### config.mk
export PLATFORM = sky130hd
export DESIGN_NAME = instr_encoder
export DESIGN_NICKNAME = d
export VERILOG_FILES = /design/src/rtl/instr_encoder.sv
export SDC_FILE = /design/constraint.sdc
export NUM_CORES = 1
export LEC_CHECK = 0
export ABC_CLOCK_PERIOD_IN_PS = 2700
export CORE_ASPECT_RATIO = 0.6
export CORE_MARGIN = 5
export CORE_UTILIZATION = 53
export CTS_BUF_LIST = sky130_fd_sc_hd__clkbuf_16
export DETAILED_ROUTE_END_ITERATION = 7
export HOLD_SLACK_MARGIN = 0.03
export MAX_ROUTING_LAYER = met4
export PLACE_DENSITY = 0.87
export SYNTH_ARGS = -nofsm -noshare
export SYNTH_HDL_FRONTEND = slang
export SYNTH_SLANG_ARGS = --single-unit
### constraint.sdc
create_clock -name clk -period 2.7 [get_ports clk]
set_input_delay 0.27 -clock clk [delete_from_list [all_inputs] [get_ports clk]]
set_output_delay 0.27 -clock clk [all_outputs]
set_load 0.05 [all_outputs]
### src/rtl/instr_encoder.sv
// instr_encoder: packs RV32I instruction fields into 32-bit instruction words
// and buffers them in a small FIFO for the debug program buffer / self-test
// injector. Out-of-range or misaligned immediates and unknown opcodes are
// replaced with a canonical NOP and flagged.
module instr_encoder #(
  parameter int DEPTH = 4
) (
  input  logic                       clk,
  input  logic                       rst_n,
  input  logic                       in_valid,
  output logic                       in_ready,
  input  logic [6:0]                 in_opcode,
  input  logic [2:0]                 in_funct3,
  input  logic [6:0]                 in_funct7,
  input  logic [4:0]                 in_rd,
  input  logic [4:0]                 in_rs1,
  input  logic [4:0]                 in_rs2,
  input  logic [31:0]                in_imm,
  output logic                       out_valid,
  input  logic                       out_ready,
  output logic [31:0]                out_instr,
  output logic                       out_err,
  output logic [$clog2(DEPTH):0]     count,
  output logic [7:0]                 err_cnt
);

  localparam int AW = $clog2(DEPTH);
  localparam int CW = AW + 1;

  localparam logic [6:0] OP_R      = 7'b0110011;
  localparam logic [6:0] OP_IMM    = 7'b0010011;
  localparam logic [6:0] OP_LOAD   = 7'b0000011;
  localparam logic [6:0] OP_JALR   = 7'b1100111;
  localparam logic [6:0] OP_STORE  = 7'b0100011;
  localparam logic [6:0] OP_BRANCH = 7'b1100011;
  localparam logic [6:0] OP_LUI    = 7'b0110111;
  localparam logic [6:0] OP_AUIPC  = 7'b0010111;
  localparam logic [6:0] OP_JAL    = 7'b1101111;

  localparam logic [31:0] NOP_WORD = 32'h0000_0013;  // addi x0,x0,0

  // Immediate range checks: the bits above the encodable field must be a
  // pure sign extension of the field's top bit.
  logic imm_fits_12;
  logic imm_fits_13;
  logic imm_fits_21;

  assign imm_fits_12 = (&in_imm[31:11]) || !(|in_imm[31:11]);
  assign imm_fits_13 = (&in_imm[31:12]) || !(|in_imm[31:12]);
  assign imm_fits_21 = (&in_imm[31:20]) || !(|in_imm[31:20]);

  logic [31:0] raw_word;
  logic        enc_err;
  logic [31:0] enc_word;

  // Format selection and field packing; any flagged bundle becomes a NOP.
  always_comb begin
    // NOTE: every output of this block gets a default first, so no path
    // through the case can leave it unassigned and infer a latch.
    raw_word = NOP_WORD;
    enc_err  = 1'b0;
    case (in_opcode)
      OP_R: begin
        raw_word = {in_funct7, in_rs2, in_rs1, in_funct3, in_rd, in_opcode};
      end
      OP_IMM: begin
        if (in_funct3 == 3'b001 || in_funct3 == 3'b101) begin
          // Shifts carry a 5-bit shamt; funct7 fills the upper imm bits.
          raw_word = {in_funct7, in_imm[4:0], in_rs1, in_funct3, in_rd, in_opcode};
          enc_err  = |in_imm[31:5];
        end else begin
          raw_word = {in_imm[11:0], in_rs1, in_funct3, in_rd, in_opcode};
          enc_err  = !imm_fits_12;
        end
      end
      OP_LOAD, OP_JALR: begin
        raw_word = {in_imm[11:0], in_rs1, in_funct3, in_rd, in_opcode};
        enc_err  = !imm_fits_12;
      end
      OP_STORE: begin
        raw_word = {in_imm[11:5], in_rs2, in_rs1, in_funct3, in_imm[4:0], in_opcode};
        enc_err  = !imm_fits_12;
      end
      OP_BRANCH: begin
        raw_word = {in_imm[12], in_imm[10:5], in_rs2, in_rs1, in_funct3,
                    in_imm[4:1], in_imm[11], in_opcode};
        enc_err  = !imm_fits_13 || in_imm[0];
      end
      OP_LUI, OP_AUIPC: begin
        raw_word = {in_imm[31:12], in_rd, in_opcode};
        enc_err  = |in_imm[11:0];
      end
      OP_JAL: begin
        raw_word = {in_imm[20], in_imm[10:1], in_imm[11], in_imm[19:12], in_rd, in_opcode};
        enc_err  = !imm_fits_21 || in_imm[0];
      end
      default: begin
        enc_err = 1'b1;
      end
    endcase
  end

  assign enc_word = enc_err ? NOP_WORD : raw_word;

  // FIFO storage and control.
  logic [32:0]   mem [DEPTH];
  logic [AW-1:0] wr_ptr;
  logic [AW-1:0] rd_ptr;
  logic          push;
  logic          pop;
  logic [32:0]   head;

  // in_ready comes only from the registered occupancy, so a pop while full
  // frees the slot for the next cycle, not this one.
  assign in_ready  = (count < CW'(DEPTH));
  assign out_valid = (count != '0);
  assign push      = in_valid && in_ready;
  assign pop       = out_valid && out_ready;
  assign head      = mem[rd_ptr];
  assign out_instr = out_valid ? head[31:0] : 32'h0;
  assign out_err   = out_valid ? head[32]   : 1'b0;

  // Entry write: {err, word}.
  always_ff @(posedge clk) begin
    // NOTE: the storage array has no reset; occupancy is tracked by count,
    // so stale contents are never visible and resetting them buys nothing.
    if (push) begin
      mem[wr_ptr] <= {enc_err, enc_word};
    end
  end

  // Pointers, occupancy and flagged-entry counter.
  always_ff @(posedge clk) begin
    // NOTE: state registers use non-blocking assignments so every register
    // samples pre-edge values regardless of statement order.
    if (!rst_n) begin
      wr_ptr  <= '0;
      rd_ptr  <= '0;
      count   <= '0;
      err_cnt <= '0;
    end else begin
      if (push) begin
        wr_ptr <= wr_ptr + AW'(1);
      end
      if (pop) begin
        rd_ptr <= rd_ptr + AW'(1);
      end
      case ({push, pop})
        2'b10:   count <= count + CW'(1);
        2'b01:   count <= count - CW'(1);
        default: count <= count;
      endcase
      if (push && enc_err && err_cnt != 8'hFF) begin
        err_cnt <= err_cnt + 8'd1;
      end
    end
  end

endmodule

==> impl_metrics.toml, run 1 <==
[route]
firstDrtPassIters = 8
ant_nets = 0
drc = 0
vias_per_cell = 6.04
routedWlPerCell_um = 21.6
first_iter_violations = 606
vias = 4745
totalWireLength_um = 17000

[timing]
whs_ps = 510
fin_setup_tns_ps = 0
finalSetupViolCount = 0
max_slew_margin_pct = 39.0
fin_crit_sh_pct = 91.2
fin_ws_ps = 238
worst_slew_pin_slew_ps = 912
skew_ps = 7.16
finalHoldViolations = 0
drv_slew = 0
grt_setup_unrepaired = "no"
max_freq_mhz = 406
post-route-min-period_ps = 2460

[clocking]
h-tree-depth = 4
cts_buffers = 17
clockBufferDepth = 2
cts_hold_buf = 0
cts_tree = "done"
clk_latency_ps = 410
post_cts_buffers = 0
clkSinkCount = 149
ctsResizeCount = 0
root_buffer = "clkbuf_16"
clkTransAtPathRegs_ps = 60

[setup_path]
cp.required_ps = 2430
end_kind = "primary output"
critical_path.cell_chain = "inv_1 > nand3_1 > buf_4 > clkdlybuf4s50_1"
arrival_ps = 2190
crit_path_start_kind = "flop"
crit_fanout = 34
path_buf_inv = 3
crit_path_top_delay_cell = "clkdlybuf4s50_1"
crit_family = "buffers and inverters"
criticalPathCategory = "reg -> out"
slowest_delay_ps = 870

[pwr]
seqPwrFrac_pct = 30.6
finalPower_mw = 9.31
ir_drop_mv = 0.623
p_sw_share_pct = 36.0
p_clk_share_pct = 24.4
switchingPower_mw = 3.35
p_per_area_mw_per_mm2 = 1020
pwr-share-comb_pct = 45.0
intPower_mw = 5.96
leakagePower_nw = 3.23

[global_route]
grt_pass1_wl_um = 26400
antenna_found_initial = 0
grt_pass1_vias = 4804
grt_use_total_pct = 23.3
grt_max_degree = 35
grt_overflow_total = 0

[synthesis]
syn-cell-area_mm2 = 0.00679
muxShareOfSynthArea_pct = 12.0
synth_top_family_by_area = "simple AND/OR/NAND/NOR gates"
synth.distinct_cells = 54
synth-simple-area-share_pct = 12.7
synth_fa_ha_area_share_pct = 1.40
yosys_warnings = 0
synth_compound_area_share_pct = 6.95
ys_async_sr_fraction_pct = 0
ys_ff_latch = 149
ys.flop_type = "edfxtp_1"
syn_avg_cell_area_um2 = 14.7
synth_seq_area_share_pct = 63.4
synth_edf_count = 132
synthXorXnorAreaFrac_pct = 0.774
synth_cells = 463

[layout]
nNetsFinal = 678
antennaDiodeCount = 0
fill_cells = 789
final_layout_size_suffix_gt1_share_pct = 21.9
layout.cells.non_filler = 786
area_delta_synth_final_pct = 35.0

[floorplanning]
dieArea_mm2 = 0.0152
pin_count = 114
die_x_um = 156
start_util_pct = 53.5
dieHeight_um = 97.7
core.rowCount = 32
core_mm2 = 0.0127

[placed_design]
dp_cells = 754
port_buffers = 113
place_ws_ps = 24.6
place_hpwl_um = 11800
globalplace.congestion = 0.966

[status]
status = "complete, no violations"

[run]
maxCapViolations = 0

[worst_hold_path]
hold_class = "reg -> reg"
## layer usage
| metal | up-vias | global-route usage (%) | share of wire, % |
|---|---|---|---|
| met1 | 2348 | 31.3 | 40 |
| met5 | - | - | 0 |
| li1 | 2076 | - | - |
| met4 | 0 | 5.20 | 1.6 |
| met3 | 26 | 5.30 | 9.4 |
| met2 | 295 | 37.0 | 49 |
## metrics by stage
step	utilization, %	cell area, um^2
floorplan	-	6820
global placement	67.7	8590
detailed placement	67.7	8590
CTS	72.2	9170
global route	72.2	9170
finish	72.2	9170
## final timing paths
kind / start / to / slack [ps] / depth (start not counted)
setup / recovery: count[0] / out_valid / 240 / 4
hold reg to reg: err_cnt[5] / err_cnt[5] / 510 / 2
hold / removal: err_cnt[5] / err_cnt[5] / 510 / 2
setup reg to reg: count[0] / count[2] / 580 / 9
## synth_stat cells (all sizes together), types with 2 or more instances
master / instances / area share [%]
or3: 2 / 0.18
nor2: 36 / 2.0
xnor2: 5 / 0.65
nand3: 10 / 0.81
nor4: 6 / 0.65
o211ai: 3 / 0.41
ha: 6 / 1.1
edfxtp: 132 / 58
clkbuf: 12 / 0.66
a21oi: 12 / 0.94
nand2: 21 / 1.2
mux4: 33 / 11
and2: 42 / 3.9
a22oi: 13 / 1.4
nand2b: 6 / 0.55
nor3: 6 / 0.66
mux2i: 6 / 0.88
buf: 14 / 1.3
or2: 2 / 0.18
a222oi: 11 / 1.6
nand4: 12 / 1.1
nor2b: 7 / 0.65
or4: 2 / 0.22
inv: 12 / 0.66
and3: 5 / 0.46
dfxtp: 17 / 5.0
a21o: 5 / 0.55
a21boi: 2 / 0.22
o21ai: 7 / 0.52
## cell type report
class	count	area [um^2]	area share [%]
clock buffers	17	425	4.64
clock inverters	15	149	1.62
inverters	12	45.0	0.491
multi-input cells	283	2340	25.5
flip-flops and latches	149	4310	47.0
well taps	170	213	2.32
repair buffers	140	1690	18.4
## power groups by stage
| stage | Clock (mW) | Sequential [mW] | Combinational (mW) |
|---|---|---|---|
| finish | 2.27 | 2.85 | 4.19 |
| detailed placement | 0 | 2.90 | 4.24 |
| global route | 2.41 | 2.87 | 4.39 |
| global placement | 0 | 2.88 | 4.17 |
| CTS | 2.29 | 2.85 | 4.24 |
| floorplan | 0 | 2.96 | 2.24 |
## placed cells by master (no fill, tap or decap), types with 3 or more instances in the layout
cell / instances
edfxtp_1: 132
clkdlybuf4s50_1: 80
and2_1: 42
nor2_1: 36
buf_12: 35
mux4_2: 33
buf_4: 25
nand2_1: 21
clkbuf_16: 17
dfxtp_1: 15
a22oi_1: 13
inv_1: 12
nand4_1: 12
a21oi_1: 11
a222oi_1: 11
nand3_1: 9
conb_1: 8
nor2b_1: 7
nand2b_1: 6
o21ai_0: 6
mux2i_1: 6
ha_1: 6
nor4_1: 5
xnor2_1: 5
a21o_1: 5
and3_1: 5
clkinv_4: 4
inv_6: 4
nor3_1: 3
nor3_2: 3
## worst register-to-register path, stage by stage (launching register included)
cell      delay, ps
dfxtp_1         380
inv_1            90
nand3_1         100
and2_1          210
ha_1            210
inv_1            60
fa_1            370
xor2_1          160
or3_1           300
a21boi_0        170
## sequential cells by signal, summed over array words and instances, names as in the netlist, named ones only
signal,flops
rd_ptr,2
count,3
wr_ptr,2
mem,132
err_cnt,8
## logic make-up (layout without fill, tap and decap cells)
family | after synthesis | count (layout)
buffers and inverters | 38 | 184
muxes | 40 | 40
other | 1 | 8
xor gates and xnor gates | 6 | 6
DFF | 149 | 149
AOI/OAI and AO/OA | 63 | 63
adders and majority gates | 7 | 7
and+or+nand+nor | 159 | 159
No activity file was read; power rests on OpenSTA's default activity.
==> run 2: changes to the inputs <==
--- a/config.mk
+++ b/config.mk
@@ -14,6 +14,7 @@
 export HOLD_SLACK_MARGIN = 0.03
 export MAX_ROUTING_LAYER = met4
 export PLACE_DENSITY = 0.87
+export REMOVE_ABC_BUFFERS = 1
 export SYNTH_ARGS = -nofsm -noshare
 export SYNTH_HDL_FRONTEND = slang
 export SYNTH_SLANG_ARGS = --single-unit
==> run 2 against run 1 <==
Compared with the run above: non-clock buffer count up 19; via count up 1.4%; final cell count up 2.3%; largest cell class unchanged; total power down 0.94%; worst hold slack worse by 20 ps; sequential cell count unchanged.
==> impl_metrics.toml, run 2 (same netlist as run 1, synthesis figures left out) <==
[status]
status = "complete, no violations"

[pwr]
leakagePower_nw = 3.30
p_per_area_mw_per_mm2 = 995
ir_drop_mv = 0.844

[timing]
drv_slew = 0
finalSetupViolCount = 0
fin_ws_ps = 223
finalHoldViolations = 0
post-route-min-period_ps = 2480
skew_ps = 7.87
max_slew_margin_pct = 48.8
grt_setup_unrepaired = "no"
max_freq_mhz = 404
fin_crit_sh_pct = 91.7
worst_slew_pin_slew_ps = 766

[setup_path]
arrival_ps = 2660
r2r.worst_path.cells = 9
criticalPathCategory = "in -> reg"
critical_path.cell_chain = "clkdlybuf4s50_1 > nand4_1 > nor3_1 > a21boi_0 > o211ai_1 > o211ai_4 > buf_12 > nor2_1"
end_kind = "flop"
cp.required_ps = 2880
crit_path_start_kind = "primary input"
crit_path_top_delay_cell = "clkdlybuf4s50_1"
slowest_delay_ps = 590
crit_fanout = 14

[layout]
largestRegisters = "mem: 132 flops, err_cnt: 8 flops, count: 3 flops"
largest_reg_flops = 132
layout_commonest_cell = "edfxtp_1"
area_delta_synth_final_pct = 36.5
top_register = "mem"
final_cell_mix = "edfxtp_1, clkdlybuf4s50_1, buf_4"
seqCellArea_mm2 = 0.00431
postLayoutCellArea_mm2 = 0.00927
antennaDiodeCount = 0
fill_cells = 782
multi_input_area_mm2 = 0.00234
nNetsFinal = 697
final_layout_size_suffix_gt1_share_pct = 23.8

[placed_design]
place_ws_ps = -131
postPlaceCellArea_mm2 = 0.00873
place_hpwl_um = 12300
globalplace.congestion = 0.934
port_buffers = 113

[clocking]
clkTransAtPathRegs_ps = 60
ctsResizeCount = 0
cts_tree = "done"
cts_hold_buf = 0
cts_buffers = 17
h-tree-depth = 4
clockBufferDepth = 2
root_buffer = "clkbuf_16"
post_cts_buffers = 0
clkSinkCount = 149
clk_latency_ps = 410

[global_route]
grt_max_degree = 35
grt_pass1_vias = 4976
grt_pass1_wl_um = 27600
grt_use_total_pct = 24.4
antenna_found_initial = 0
grt_overflow_total = 0

[floorplanning]
core.rowCount = 32
core_mm2 = 0.0127
start_util_pct = 53.5
die_x_um = 156
dieHeight_um = 97.7
dieArea_mm2 = 0.0152
pin_count = 114

[route]
vias_per_cell = 5.99
routedWlPerCell_um = 21.9
totalWireLength_um = 17600
drc = 0
firstDrtPassIters = 5
vias = 4812
ant_nets = 0
first_iter_violations = 651

[run]
maxCapViolations = 0

[worst_hold_path]
hold_class = "reg -> reg"
hold_depth = 2
## run 2: cell type report
class	count	share of cell area, %
Tap cell	170	2.30
Sequential cell	149	46.5
Timing Repair Buffer	159	19.7
Multi-Input combinational cell	283	25.2
Clock inverter	14	1.22
Inverter	12	0.486
Clock buffer	17	4.59
## run 2: final timing paths
kind | slack [ps] | end | from
max | 220 | mem[3][15] | in_imm[20]
min | 490 | err_cnt[1] | err_cnt[1]
max reg2reg | 570 | count[2] | count[0]
min reg2reg | 490 | err_cnt[1] | err_cnt[1]
## run 2: power by group
group          internal, mW  switching, mW  total (mW)  leakage (nW)
clock                  1.25          0.901        2.15         0.258
sequential             2.76          0.107        2.87          1.47
combinational          1.92           2.28        4.20          1.57
## run 2: stage by stage
stage | TNS (ps) | hold slack (ps) | util [%] | total power, mW | std cells
2_1_floorplan | -2260 | 387 | - | 5.14 | 444
3_3_place_gp | -418 | 467 | 68.8 | 7.06 | 773
5_1_grt | 0 | 519 | 73.0 | 9.56 | 804
6_report | 0 | 490 | 73.0 | 9.22 | 804
4_1_cts | 0 | 498 | 73.0 | 9.29 | 804
3_5_place_dp | -1820 | 490 | 68.8 | 7.14 | 773
## run 2: worst max-delay path, delay by kind of cell
family                 cells  cell delay [ps]
buffers and inverters      2              790
AOI/OAI and AO/OA          3              640
and+or+nand+nor            3              950
## run 2: routing by layer
metal  share of wire [%]  routed length [um]  track usage (%)  up-vias
li1                    -                   -                -     2117
met1                  41                7160             33.5     2387
met2                  48                8450             37.2      277
met3                 9.4                1660             4.67       31
met4                 1.7                 299             8.07        0
met5                   0                   0                -        -
==> run 3: changes to the inputs <==
--- a/config.mk
+++ b/config.mk
@@ -5,7 +5,7 @@
 export SDC_FILE = /design/constraint.sdc
 export NUM_CORES = 1
 export LEC_CHECK = 0
-export ABC_CLOCK_PERIOD_IN_PS = 2700
+export ABC_CLOCK_PERIOD_IN_PS = 2740
 export CORE_ASPECT_RATIO = 0.6
 export CORE_MARGIN = 5
 export CORE_UTILIZATION = 53
==> constraint.sdc (replaced) <==
create_clock -name clk -period 2.74 [get_ports clk]
set_input_delay 0.274 -clock clk [delete_from_list [all_inputs] [get_ports clk]]
set_output_delay 0.274 -clock clk [all_outputs]
set_load 0.05 [all_outputs]
==> run 3 against run 2 <==
Compared with the run above: non-clock buffer count is 3 lower; critical path type unchanged; sequential power is 1% lower; sequential share of layout area is 0.50 points lower; final cell count is 0.37% lower; core utilization is 0.80 points higher; total power is 3.5% higher; clock skew is 1.3 ps higher; critical path depth stayed put; routed wire length is 3.3% higher; first-iteration DRC count is 17% lower; clock power is 20% higher.
==> impl_metrics.toml, run 3 (same netlist as run 1, synthesis figures left out) <==
[status]
status = "complete, no violations"

[setup_path]
arrival_ps = 2660
worstReg2RegEnd = "count[2]"
criticalPathCategory = "in -> reg"
cp-startpoint = "in_imm[20]"
r2r.worst_path.cells = 9
end_kind = "flop"
cp.required_ps = 2940
rr_startpoint = "count[2]"
r2r_setup_slack_ps = 580
crit_fanout = 27
crit_path_start_kind = "primary input"

[floorplanning]
core.rowCount = 32
dieHeight_um = 97.7
start_util_pct = 53.5
dieArea_mm2 = 0.0152
core_mm2 = 0.0127
die_x_um = 156
pin_count = 114

[worst_hold_path]
hold_depth = 2
hold_class = "reg -> reg"
hp-start = "err_cnt[1]"
worstHoldEndpoint = "err_cnt[1]"

[placed_design]
dp_cells = 770
port_buffers = 113
globalplace.congestion = 0.913
place_hpwl_um = 12500
place_ws_ps = -49.3

[route]
routedWlPerCell_um = 22.7
totalWireLength_um = 18200
drc = 0
firstDrtPassIters = 8
first_iter_violations = 539
vias_per_cell = 6.00
vias = 4810
ant_nets = 0

[clocking]
clkTransAtPathRegs_ps = 60
clkSinkCount = 149
h-tree-depth = 4
cts_buffers = 17
clockBufferDepth = 2
cts_hold_buf = 0
ctsResizeCount = 0
post_cts_buffers = 0
root_buffer = "clkbuf_16"
clk_latency_ps = 410
cts_tree = "done"

[pwr]
switchingPower_mw = 3.30
p_per_area_mw_per_mm2 = 1020
finalPower_mw = 9.55
pwr-share-comb_pct = 43.5
ir_drop_mv = 0.924
p_clk_share_pct = 26.9
intPower_mw = 6.24
seqPwrFrac_pct = 29.6
leakagePower_nw = 3.35
p_sw_share_pct = 34.6

[global_route]
grt_pass1_vias = 5110
antenna_found_initial = 0
grt_max_degree = 35
grt_pass1_wl_um = 28300
grt_use_total_pct = 25.2
grt_overflow_total = 0

[layout]
area_delta_synth_final_pct = 38.0
layout.cells.non_filler = 801
final_cell_mix = "edfxtp_1, clkdlybuf4s50_1, and2_1"
layout_commonest_cell = "edfxtp_1"
nNetsFinal = 694
final_layout_size_suffix_gt1_share_pct = 23.8
antennaDiodeCount = 0
largest_reg_flops = 132
top_register = "mem"
largestRegisters = "mem: 132 flops, err_cnt: 8 flops, count: 3 flops"

[timing]
grt_setup_unrepaired = "no"
post-route-min-period_ps = 2460
max_slew_margin_pct = 48.5
max_freq_mhz = 406
skew_ps = 9.17
finalHoldViolations = 0
worst_slew_pin_slew_ps = 770
finalSetupViolCount = 0
fin_ws_ps = 277
fin_crit_sh_pct = 89.9
drv_slew = 0

[run]
maxCapViolations = 0
-- run 3: cell count changes in the layout (fill, tap and decap cells not counted), sizes merged --
| cell | change |
|---|---|
| buf | -3 |
| clkinvlp | -3 |
| bufinv | +4 |
| inv | +2 |
| clkinv | -3 |
-- run 3: worst max-delay path by stage --
stage	end	slack, ps	depth (start not counted)
3_5_place_dp	mem[0][22]	-50	8
4_1_cts	out_instr[12]	290	4
5_1_grt	mem[3][22]	190	9
6_report	mem[3][22]	280	8
2_1_floorplan	count[2]	-640	9
3_3_place_gp	err_cnt[6]	80	8
-- run 3: stage by stage --
step / utilization, % / setup TNS (ps) / area (um^2) / hold slack, ps
after floorplan: - / -1380 / 6680 / 391
after global placement: 68.7 / 0 / 8720 / 465
after detailed placement: 68.7 / -291 / 8720 / 495
after CTS: 73.8 / 0 / 9370 / 504
after global routing: 73.8 / 0 / 9370 / 529
final: 73.8 / 0 / 9370 / 501
-- run 3: worst max-delay path, stage by stage --
cell             delay, ps
clkdlybuf4s50_1        540
nor4_1                 540
nand3_1                180
o31ai_1                310
buf_4                  170
o211ai_4               140
buf_12                 220
nor2_1                 280
-- run 3: final cells by class --
type	count	area, um^2
well taps	170	213
fillers	772	3320
flip-flops and latches	149	4310
repair buffers	156	1820
multi-input cells	283	2340
clock inverters	14	224
inverters	12	45.0
clock buffers	17	425
-- run 3: power by group through the flow --
stage | sequential [mW] | clock, mW | combinational (mW)
global route | 2.85 | 2.72 | 4.34
finish | 2.83 | 2.57 | 4.16
CTS | 2.83 | 2.60 | 4.19
floorplan | 3.03 | 0 | 2.03
global placement | 2.85 | 0 | 4.11
detailed placement | 2.87 | 0 | 4.17
-- run 3: layer usage --
layer	up-vias	part of all wire, %	GRT usage [%]
li1	2111	-	-
met1	2362	40	33.2
met2	294	48	39.6
met3	43	9.4	6.19
met4	0	2.1	6.67
met5	-	0	-
